**src/rtl/bpsk_symbol_serializer_if.sv**
```systemverilog
// Byte-in / symbol-out bus between a byte source and the BPSK symbol serializer.
interface bpsk_symbol_serializer_if;
  logic [7:0] data_in;
  logic       data_valid;
  logic       data_ready;
  logic       phase;
  logic       sym_strobe;
  logic       busy;

  modport master (
    output data_in, data_valid,
    input  data_ready, phase, sym_strobe, busy
  );

  modport slave (
    input  data_in, data_valid,
    output data_ready, phase, sym_strobe, busy
  );
endinterface

```
**src/rtl/bpsk_symbol_serializer.sv**
```systemverilog
// Serializes bytes MSB first into BPSK phase symbols of SPS clock cycles each,
// with a one-byte holding register so consecutive bytes stream without gaps.
module bpsk_symbol_serializer #(
  parameter int unsigned SPS  = 10,
  parameter bit          DIFF = 1'b1
) (
  input  logic                      clk,
  input  logic                      rst_n,
  bpsk_symbol_serializer_if.slave   bus
);

  localparam int unsigned CNT_W = (SPS > 1) ? $clog2(SPS) : 1;
  localparam logic [CNT_W-1:0] CNT_MAX = CNT_W'(SPS - 1);

  typedef enum logic {IDLE, SEND} state_e;

  state_e           state_q, state_d;
  logic [CNT_W-1:0] cnt_q, cnt_d;
  logic [2:0]       idx_q, idx_d;
  logic [7:0]       shift_q, shift_d;
  logic [7:0]       hold_q, hold_d;
  logic             full_q, full_d;
  logic             phase_q, phase_d;
  logic             strobe_q, strobe_d;
  logic             busy_q, busy_d;
  logic             data_ready_q, data_ready_d;

  logic accept;
  logic sym_end;
  logic byte_end;
  logic new_sym;
  logic nbit;

  assign accept   = bus.data_valid & data_ready_q;
  assign sym_end  = (cnt_q == CNT_MAX);
  assign byte_end = sym_end & (idx_q == 3'd0);

  // Next-state, datapath and output decode
  always_comb begin
    state_d  = state_q;
    cnt_d    = cnt_q;
    idx_d    = idx_q;
    shift_d  = shift_q;
    hold_d   = hold_q;
    full_d   = full_q;
    phase_d  = phase_q;
    strobe_d = 1'b0;
    new_sym  = 1'b0;
    nbit     = 1'b0;

    case (state_q)
      IDLE: begin
        cnt_d = '0;
        if (accept) begin
          shift_d = bus.data_in;
          idx_d   = 3'd7;
          nbit    = bus.data_in[7];
          new_sym = 1'b1;
          state_d = SEND;
        end
      end
      SEND: begin
        cnt_d = sym_end ? '0 : CNT_W'(cnt_q + 1'b1);
        if (sym_end) begin
          if (idx_q != 3'd0) begin
            shift_d = {shift_q[6:0], 1'b0};
            idx_d   = idx_q - 3'd1;
            nbit    = shift_q[6];
            new_sym = 1'b1;
          end else if (full_q) begin
            shift_d = hold_q;
            full_d  = 1'b0;
            idx_d   = 3'd7;
            nbit    = hold_q[7];
            new_sym = 1'b1;
          end else if (accept) begin
            // Empty holding register at the boundary: bypass straight to the shifter
            shift_d = bus.data_in;
            idx_d   = 3'd7;
            nbit    = bus.data_in[7];
            new_sym = 1'b1;
          end else begin
            state_d = IDLE;
          end
        end
        if (accept && !byte_end) begin
          hold_d = bus.data_in;
          full_d = 1'b1;
        end
      end
      default: state_d = IDLE;
    endcase

    if (new_sym) begin
      strobe_d = 1'b1;
      phase_d  = DIFF ? (phase_q ^ nbit) : nbit;
    end

    busy_d       = (state_d == SEND);
    data_ready_d = ~full_d;
  end

  always_ff @(posedge clk) begin
    if (!rst_n) begin
      state_q      <= IDLE;
      cnt_q        <= '0;
      idx_q        <= 3'd0;
      shift_q      <= 8'd0;
      hold_q       <= 8'd0;
      full_q       <= 1'b0;
      phase_q      <= 1'b0;
      strobe_q     <= 1'b0;
      busy_q       <= 1'b0;
      data_ready_q <= 1'b0;
    end else begin
      state_q      <= state_d;
      cnt_q        <= cnt_d;
      idx_q        <= idx_d;
      shift_q      <= shift_d;
      hold_q       <= hold_d;
      full_q       <= full_d;
      phase_q      <= phase_d;
      strobe_q     <= strobe_d;
      busy_q       <= busy_d;
      data_ready_q <= data_ready_d;
    end
  end

  assign bus.data_ready = data_ready_q;
  assign bus.phase      = phase_q;
  assign bus.sym_strobe = strobe_q;
  assign bus.busy       = busy_q;

endmodule

```
**src/flat_wrapper.sv**
```systemverilog
// flat-port wrapper written by rule: the top's interface ports become plain ports
module bpsk_symbol_serializer_flat 
#(
  parameter int unsigned SPS  = 10,
  parameter bit          DIFF = 1'b1
)
  (clk, rst_n, bus_data_in, bus_data_valid, bus_data_ready, bus_phase, bus_sym_strobe, bus_busy);
  bpsk_symbol_serializer_if bus_i ();
  input  logic clk;
  input  logic rst_n;
  input wire logic [$bits(bus_i.data_in)-1:0] bus_data_in;
  input wire logic [$bits(bus_i.data_valid)-1:0] bus_data_valid;
  output wire logic [$bits(bus_i.data_ready)-1:0] bus_data_ready;
  output wire logic [$bits(bus_i.phase)-1:0] bus_phase;
  output wire logic [$bits(bus_i.sym_strobe)-1:0] bus_sym_strobe;
  output wire logic [$bits(bus_i.busy)-1:0] bus_busy;
  assign bus_i.data_in = bus_data_in;
  assign bus_i.data_valid = bus_data_valid;
  assign bus_data_ready = bus_i.data_ready;
  assign bus_phase = bus_i.phase;
  assign bus_sym_strobe = bus_i.sym_strobe;
  assign bus_busy = bus_i.busy;
  bpsk_symbol_serializer #(.SPS(SPS), .DIFF(DIFF)) u_core (.clk(clk), .rst_n(rst_n), .bus(bus_i));
endmodule
```
**config.mk**
```make
export PLATFORM = sky130hd
export DESIGN_NAME = bpsk_symbol_serializer_flat
export DESIGN_NICKNAME = d
export VERILOG_FILES = /design/src/rtl/bpsk_symbol_serializer_if.sv /design/src/rtl/bpsk_symbol_serializer.sv /design/src/flat_wrapper.sv
export SDC_FILE = /design/constraint.sdc
export NUM_CORES = 1
export LEC_CHECK = 0
export CAP_MARGIN = 20
export CORE_MARGIN = 2
export CORE_UTILIZATION = 30
export DETAILED_ROUTE_END_ITERATION = 8
export GPL_ROUTABILITY_DRIVEN = 1
export PLACE_DENSITY = 0.55
export SYNTH_ARGS = -nofsm -noshare
export SYNTH_HDL_FRONTEND = slang
export SYNTH_SLANG_ARGS = --single-unit
```
**constraint.sdc**
```tcl
create_clock -name clk -period 2 [get_ports clk]
set_clock_uncertainty 0.2 [all_clocks]
set_input_delay 0.4 -clock clk [delete_from_list [all_inputs] [get_ports clk]]
set_output_delay 0.4 -clock clk [all_outputs]
set_load 0.005 [all_outputs]
```
==> run metrics, run 1 <==
first-pass GRT wire length roughly 5600 µm; category of cells accounting for the largest share of critical-path delay compound AO/OA/AOI/OAI gates; final hold vios 0; Final Total Pwr 0.00121 W; synthesis-stage register bit count 27; H-tree Lvls 1; path length in cells of the critical path 6; worst setup margin 0.0560 ns; mean routed wirelength per cell about 15 µm; Root Buffer sky130_fd_sc_hd__clkbuf_8; count of pins over their slew limit 0; number of placement rows 24; post-synthesis simple-gate area fraction 0.210; RR Endpoint u_core.shift_q[3]; Worst-Skew Late Latency 0.27 ns; gp weighted congestion 0.768; setup repair after global routing missed its margin no; post-placement setup slack -0.0370 ns; vias 1123; total clock sinks 27; net total in the final layout ~180; number of vias per cell after detailed routing 5.10; dominant combinational cell family by area after synthesis compound AO/OA/AOI/OAI gates; Critical Path AT 1.91 ns; number of routed nets with antenna violations 0; Initial Utilization 0.308; FMAX slightly above 500 MHz; GRT Util Overall 0.136; synthesized instance count 140; Non-Filler Instances 220; fraction of synthesis flops using an asynchronous set or reset pin 0; endpoints failing setup 0; Post-Syn Area per Cell between 9 and 10 µm²; setup slack, reg-to-reg 0.06 ns; Starting DRT DRC Count 34; Max FO, Critical Path 6; kind of critical path reg -> reg; Main synth FF type sky130_fd_sc_hd__dfxtp_1; # DRC 0; worst path cell trace inv_1 -> ha_4 -> or3b_4 -> a21o_4 -> a2bb2oi_1 -> o221a_2; Min-Delay Path Class reg -> reg; fraction of the mapped netlist area in adder cells 0.0375; Relative slew margins 0.776; status finished, final reports clean; via count of the first global-routing pass 1175; power density over the cells ~700 mW/mm²; max-capacitance violation count 0; setup tns final 0 ns; Critical-path top delay cell sky130_fd_sc_hd__or3b_4; Post-synth EDFFs 0; sequential cell area fraction in the yosys report 0.405; number of antenna repair diodes 0; Boundary Pins 15; number of placed instances, taps included ~210; CP Data Required Time 1.96 ns; area of the placeable core 0.00432 mm²; Post-Syn Area 0.00133 mm²; Min-Delay Endpoint u_core.cnt_q[0]; clock tree from TritonCTS built; port bufs 14; compound-cell area share of the yosys netlist 0.218; Mapped Nets ~160; crit path buf inv count 1; minimum period implied by the final worst setup slack 1.94 ns; area added between synthesis and finish 29.8%; die outline width 70.7 µm; longest individual stage delay on the worst path 0.40 ns; length in cells of the worst reg-to-reg path 6; launch instance of the worst min-delay path u_core.cnt_q[0]; fin crit share 0.972; hold-fix buffer count after cts 0; number of clock buffers inserted by TritonCTS 3; Yosys warning total 0; element type at the critical path start flip-flop; fraction of final layout cells with drive strength greater than 1 0.232; mux contribution to synthesized area 0.0685; kind of capture point of the worst setup path flip-flop; number of antenna violations at the first check in global routing 0; largest net degree at the start of global routing 17; Worst Tran Pin Value about 0.34 ns; maximum VDD drop 306 µV; fin area 0.00173 mm²; clock-pin transition on the worst setup and hold timing paths ~0.090 ns; Final HPWL DP 2520 µm; post-synthesis xor/xnor area fraction 0.0131; number of detailed-routing iterations run before antenna repair 4; Die Footprint 0.00499 mm²; area of placed instances 0.00163 mm²; maximum count of clock buffers along a single path 2; total wire length after detailed routing 3200 µm; Critical R2R Launch u_core.idx_q[0]; Die Y just over 70 µm; number of different library cells in the post-synthesis netlist 40; total grt overflow 0; hold path cells 1; leak pwr 0.657 nW
metrics by stage:
step	hold WS [ns]	utilization
final	0.279	0.400
after global routing	0.316	0.400
after CTS	0.286	0.387
after detailed placement	0.265	0.377
after global placement	0.250	0.377
after floorplan	0.233	-
synthesized netlist by cell type (all sizes together) (3+ instances only):
cell,number,area [µm²]
a21oi,3,18.8
o221a,6,67.6
buf,5,30.0
ha,4,50.1
nor2,17,66.3
nand4,3,18.8
nand2,5,18.8
inv,6,22.5
dfxtp,27,541
o21ai,8,40.0
a2bb2oi,6,52.6
mux2i,8,80.1
nand3,6,30.0
a31oi,3,18.8
or4bb,6,67.6
clkbuf,3,11.3
per-layer routing:
metal,GRT usage,vias up,part of all wire
li1,-,572,-
met1,0.180,539,0.49
met2,0.236,10,0.49
met3,0.0242,2,0.018
met4,0.0231,0,0.0041
met5,0,-,0
flip-flops by register name, summed over array words and instances (netlist names), named ones only:
| name | flops |
|---|---|
| u_core.bus.data_ready | 1 |
| u_core.bus.phase | 1 |
| u_core.bus.sym_strobe | 1 |
| u_core.cnt_q | 4 |
| u_core.hold_q | 8 |
| u_core.idx_q | 3 |
| u_core.shift_q | 7 |
| u_core.state_q | 1 |
power breakdown:
group,internal [W],switching (W),leakage [nW]
Sequential,0.000572,0.0000306,0.221
Clock,0.000142,0.000164,0.0228
Combinational,0.000171,0.000133,0.413
Total,0.000886,0.000327,0.657
worst max-delay path by stage:
stage               startpoint                end  slack (ns)
6_report       u_core.idx_q[0]  u_core.shift_q[3]        0.06
5_1_grt        u_core.idx_q[0]   u_core.hold_q[5]       0.007
2_1_floorplan  u_core.idx_q[0]   u_core.hold_q[0]        0.03
3_5_place_dp    bus_data_valid    u_core.idx_q[2]       -0.04
3_3_place_gp   u_core.idx_q[0]  u_core.shift_q[0]        0.02
4_1_cts        u_core.idx_q[0]  u_core.shift_q[3]       -0.01
area by class of cell:
type                       count  area [µm²]
inverter                       6        22.5
timing repair buffer          32         292
sequential                    27         543
multi-input combinational     99         764
clock buffer                   4        45.0
fill                         448        2590
tap                           52        65.1
placed cells by master, fill, tap and decap left out, drive strengths merged, types with 2 or more instances in the layout:
cell / synthesis / routed
nand2: 5 / 5
nand4: 3 / 3
a2bb2oi: 6 / 6
o21ai: 8 / 8
nor2b: 2 / 2
nor2: 17 / 17
and2: 2 / 2
clkbuf: 3 / 4
ha: 4 / 4
a31oi: 3 / 3
clkdlybuf4s50: 0 / 14
buf: 5 / 18
nor3: 2 / 2
nand3: 6 / 6
nand2b: 2 / 2
a21oi: 3 / 3
dfxtp: 27 / 27
a21o: 2 / 2
mux2i: 8 / 8
o211a: 2 / 2
or4bb: 6 / 6
o221a: 6 / 6
inv: 6 / 6
timing repair:
item                       in CTS  in global routing
pin swaps                       1                  3
setup buffers                   0                  2
cloned                          0                  0
setup endpoints to repair       7                 17
gates resized for setup         1                 12
logic make-up (layout without fill, tap and decap cells):
kind of cell	count (synthesis)	in the layout
simple gates	49	49
compound gates	35	35
flops	27	27
buf+inv	14	42
mux	9	9
fa+ha+maj	4	4
xor+xnor	2	2
Power figures use the tool's default switching activity.
==> inputs of run 2 (changes only) <==
--- a/config.mk
+++ b/config.mk
@@ -6,11 +6,13 @@
 export NUM_CORES = 1
 export LEC_CHECK = 0
 export CAP_MARGIN = 20
+export CELL_PAD_IN_SITES_DETAIL_PLACEMENT = 0
+export CELL_PAD_IN_SITES_GLOBAL_PLACEMENT = 1
 export CORE_MARGIN = 2
 export CORE_UTILIZATION = 30
 export DETAILED_ROUTE_END_ITERATION = 8
 export GPL_ROUTABILITY_DRIVEN = 1
-export PLACE_DENSITY = 0.55
+export PLACE_DENSITY = 0.66
 export SYNTH_ARGS = -nofsm -noshare
 export SYNTH_HDL_FRONTEND = slang
 export SYNTH_SLANG_ARGS = --single-unit
==> run metrics, run 2 (same netlist as run 1, synthesis figures left out) <==
Starting DRT DRC Count 48 (+41%); leak pwr 0.651 nW (-0.93%); count of pins over their slew limit 0 (unchanged); Critical-path top delay cell sky130_fd_sc_hd__or3b_4; Min-Delay Path Class reg -> reg; most flop-heavy register u_core.hold_q; Max FO, Critical Path 6 (unchanged); number of placement rows 24 (unchanged); area of the placeable core 0.00432 mm² (unchanged); number of filler instances in the final layout 457 (+2.0%); Critical Path AT 1.86 ns (-0.05 ns); # DRC 0 (unchanged); power density over the cells 707 mW/mm² (+0.86%); endpoints failing setup 0 (unchanged); most frequent cells in the layout sky130_fd_sc_hd__dfxtp_1 (24), sky130_fd_sc_hd__nor2_1 (16), sky130_fd_sc_hd__buf_4 (15); number of clock buffers inserted by TritonCTS 3 (unchanged); largest registers u_core.hold_q: 8 flops, u_core.shift_q: 7 flops, u_core.cnt_q: 4 flops; Die Footprint 0.00499 mm² (unchanged); part of the power in the clock network 0.257 (+0.004); setup slack, reg-to-reg 0.11 ns (+0.05 ns); path length in cells of the critical path 6 (unchanged); area used by sequential logic in the layout 544 µm² (+0.23%); Die Y 70.7 µm (unchanged); clock tree from TritonCTS built; length in cells of the worst reg-to-reg path 6 (unchanged); category of cells accounting for the largest share of critical-path delay compound AO/OA/AOI/OAI gates; Worst-Skew Late Latency 0.27 ns (about the same); maximum VDD drop 250 µV (-18%); kind of capture point of the worst setup path flip-flop; number of antenna repair diodes 0 (unchanged); P_sw 0.000333 W (+1.6%); element type at the critical path start flip-flop; number of routed nets with antenna violations 0 (unchanged); worst path cell trace inv_2 -> ha_4 -> or3b_4 -> a21o_4 -> a2bb2oi_1 -> o221a_2; Power Internal 0.000879 W (-0.80%); most common cell after layout, fill and taps aside sky130_fd_sc_hd__dfxtp_1; total clock sinks 27 (unchanged); H-tree Lvls 1 (unchanged); GRT Util Overall 0.152 (+0.0158); net total in the final layout 183 (-0.54%); number of antenna violations at the first check in global routing 0 (unchanged); fraction of final layout cells with drive strength greater than 1 0.240 (+0.00738); Relative slew margins 0.757 (-0.0186); die outline width 70.7 µm (unchanged); largest net degree at the start of global routing 17 (unchanged); net switching fraction of the power 0.275 (+0.00468); final hold vios 0 (unchanged); post-placement setup slack -0.0631 ns (-0.0261 ns); area added between synthesis and finish 28.5%; total wire length after detailed routing 3380 µm (+5.4%); CP Data Required Time 1.97 ns (about the same); Largest register FFs 8 (unchanged); max-capacitance violation count 0 (unchanged); via count of the first global-routing pass 1299 (+11%); combinational share of power 0.245 (-0.005); minimum period implied by the final worst setup slack 1.89 ns (-0.0510 ns); crit path buf inv count 1 (unchanged); Initial Utilization 0.308 (unchanged); fin area 0.00171 mm² (-1.0%); status finished, final reports clean; fin crit share 0.946 (-0.0255); first-pass GRT wire length 6160 µm (+11%); number of detailed-routing iterations run before antenna repair 4 (unchanged); port bufs 14 (unchanged); setup repair after global routing missed its margin no; Boundary Pins 15 (unchanged); number of vias per cell after detailed routing 5.33 (+4.4%); Final HPWL DP 2530 µm (+0.32%); vias 1167 (+3.9%); gp weighted congestion 0.767 (-0.18%); portion of total power attributed to sequential cells 0.499 (+0.002); multi-input gate area in the final layout 762 µm² (-0.33%); longest individual stage delay on the worst path 0.40 ns (about the same); mean routed wirelength per cell 15.4 µm (+5.9%); Worst Tran Pin Value 0.364 ns (+0.0279 ns); hold path cells 1 (unchanged); setup tns final 0 ns (unchanged); worst setup margin 0.107 ns (+0.0510 ns); Root Buffer sky130_fd_sc_hd__clkbuf_8; Final Total Pwr 0.00121 W (-0.16%); maximum count of clock buffers along a single path 2 (unchanged); final standard cell utilization of the core 0.396 (-0.00405); clock-pin transition on the worst setup and hold timing paths 0.09 ns (about the same); FMAX 528 MHz (+2.7%); area of placed instances 0.00161 mm² (-1.2%); kind of critical path reg -> reg; total grt overflow 0 (unchanged)
==> run 2: power by group through the flow <==
stage	Sequential, W	Combinational [W]	Clock (W)
floorplan	0.000599	0.000160	0
CTS	0.000600	0.000268	0.000322
global placement	0.000611	0.000256	0
finish	0.000604	0.000296	0.000311
global route	0.000609	0.000331	0.000353
detailed placement	0.000613	0.000262	0
==> run 2: final timing paths <==
| kind | end | start |
|---|---|---|
| worst max-delay path | u_core.shift_q[4] | u_core.idx_q[0] |
| worst min register to register | u_core.cnt_q[0] | u_core.cnt_q[0] |
| worst min-delay path | u_core.cnt_q[0] | u_core.cnt_q[0] |
| worst max register to register | u_core.shift_q[4] | u_core.idx_q[0] |
==> run 2: area by class of cell <==
cell class,instances,area share
clock buffer,4,0.0263
tap,52,0.0380
inverter,6,0.0131
timing repair buffer,31,0.161
sequential,27,0.318
multi-input combinational,99,0.445
==> run 2: routing by layer <==
metal | wire [µm] | vias to the layer above | global-route usage
li1 | - | 569 | -
met1 | 1470 | 563 | 0.188
met5 | 0 | - | 0
met4 | 77 | 0 | 0.0629
met2 | 1710 | 26 | 0.257
met3 | 117 | 9 | 0.0313
==> run 2: worst register-to-register path: cells and delay by family, from the launching register on <==
| family | cells | cell delay, ns |
|---|---|---|
| AO/OA/AOI/OAI | 3 | 0.64 |
| adder cells (fa/ha/maj) | 1 | 0.14 |
| buffers and inverters | 1 | 0.07 |
| flip-flops | 1 | 0.33 |
| AND/OR/NAND/NOR | 1 | 0.40 |
==> run 2: timing repair <==
item	CTS	global route
hold buffers	0	0
setup buffers	0	2
gates resized for setup	3	14
endpoints found under the setup margin	6	18
pin swaps	1	1
==> run 2: per-stage QoR <==
step / hold WS, ns / std cells
floorplan: 0.233 / 140
global placement: 0.248 / 213
detailed placement: 0.283 / 213
CTS: 0.305 / 217
global route: 0.330 / 219
finish: 0.296 / 219
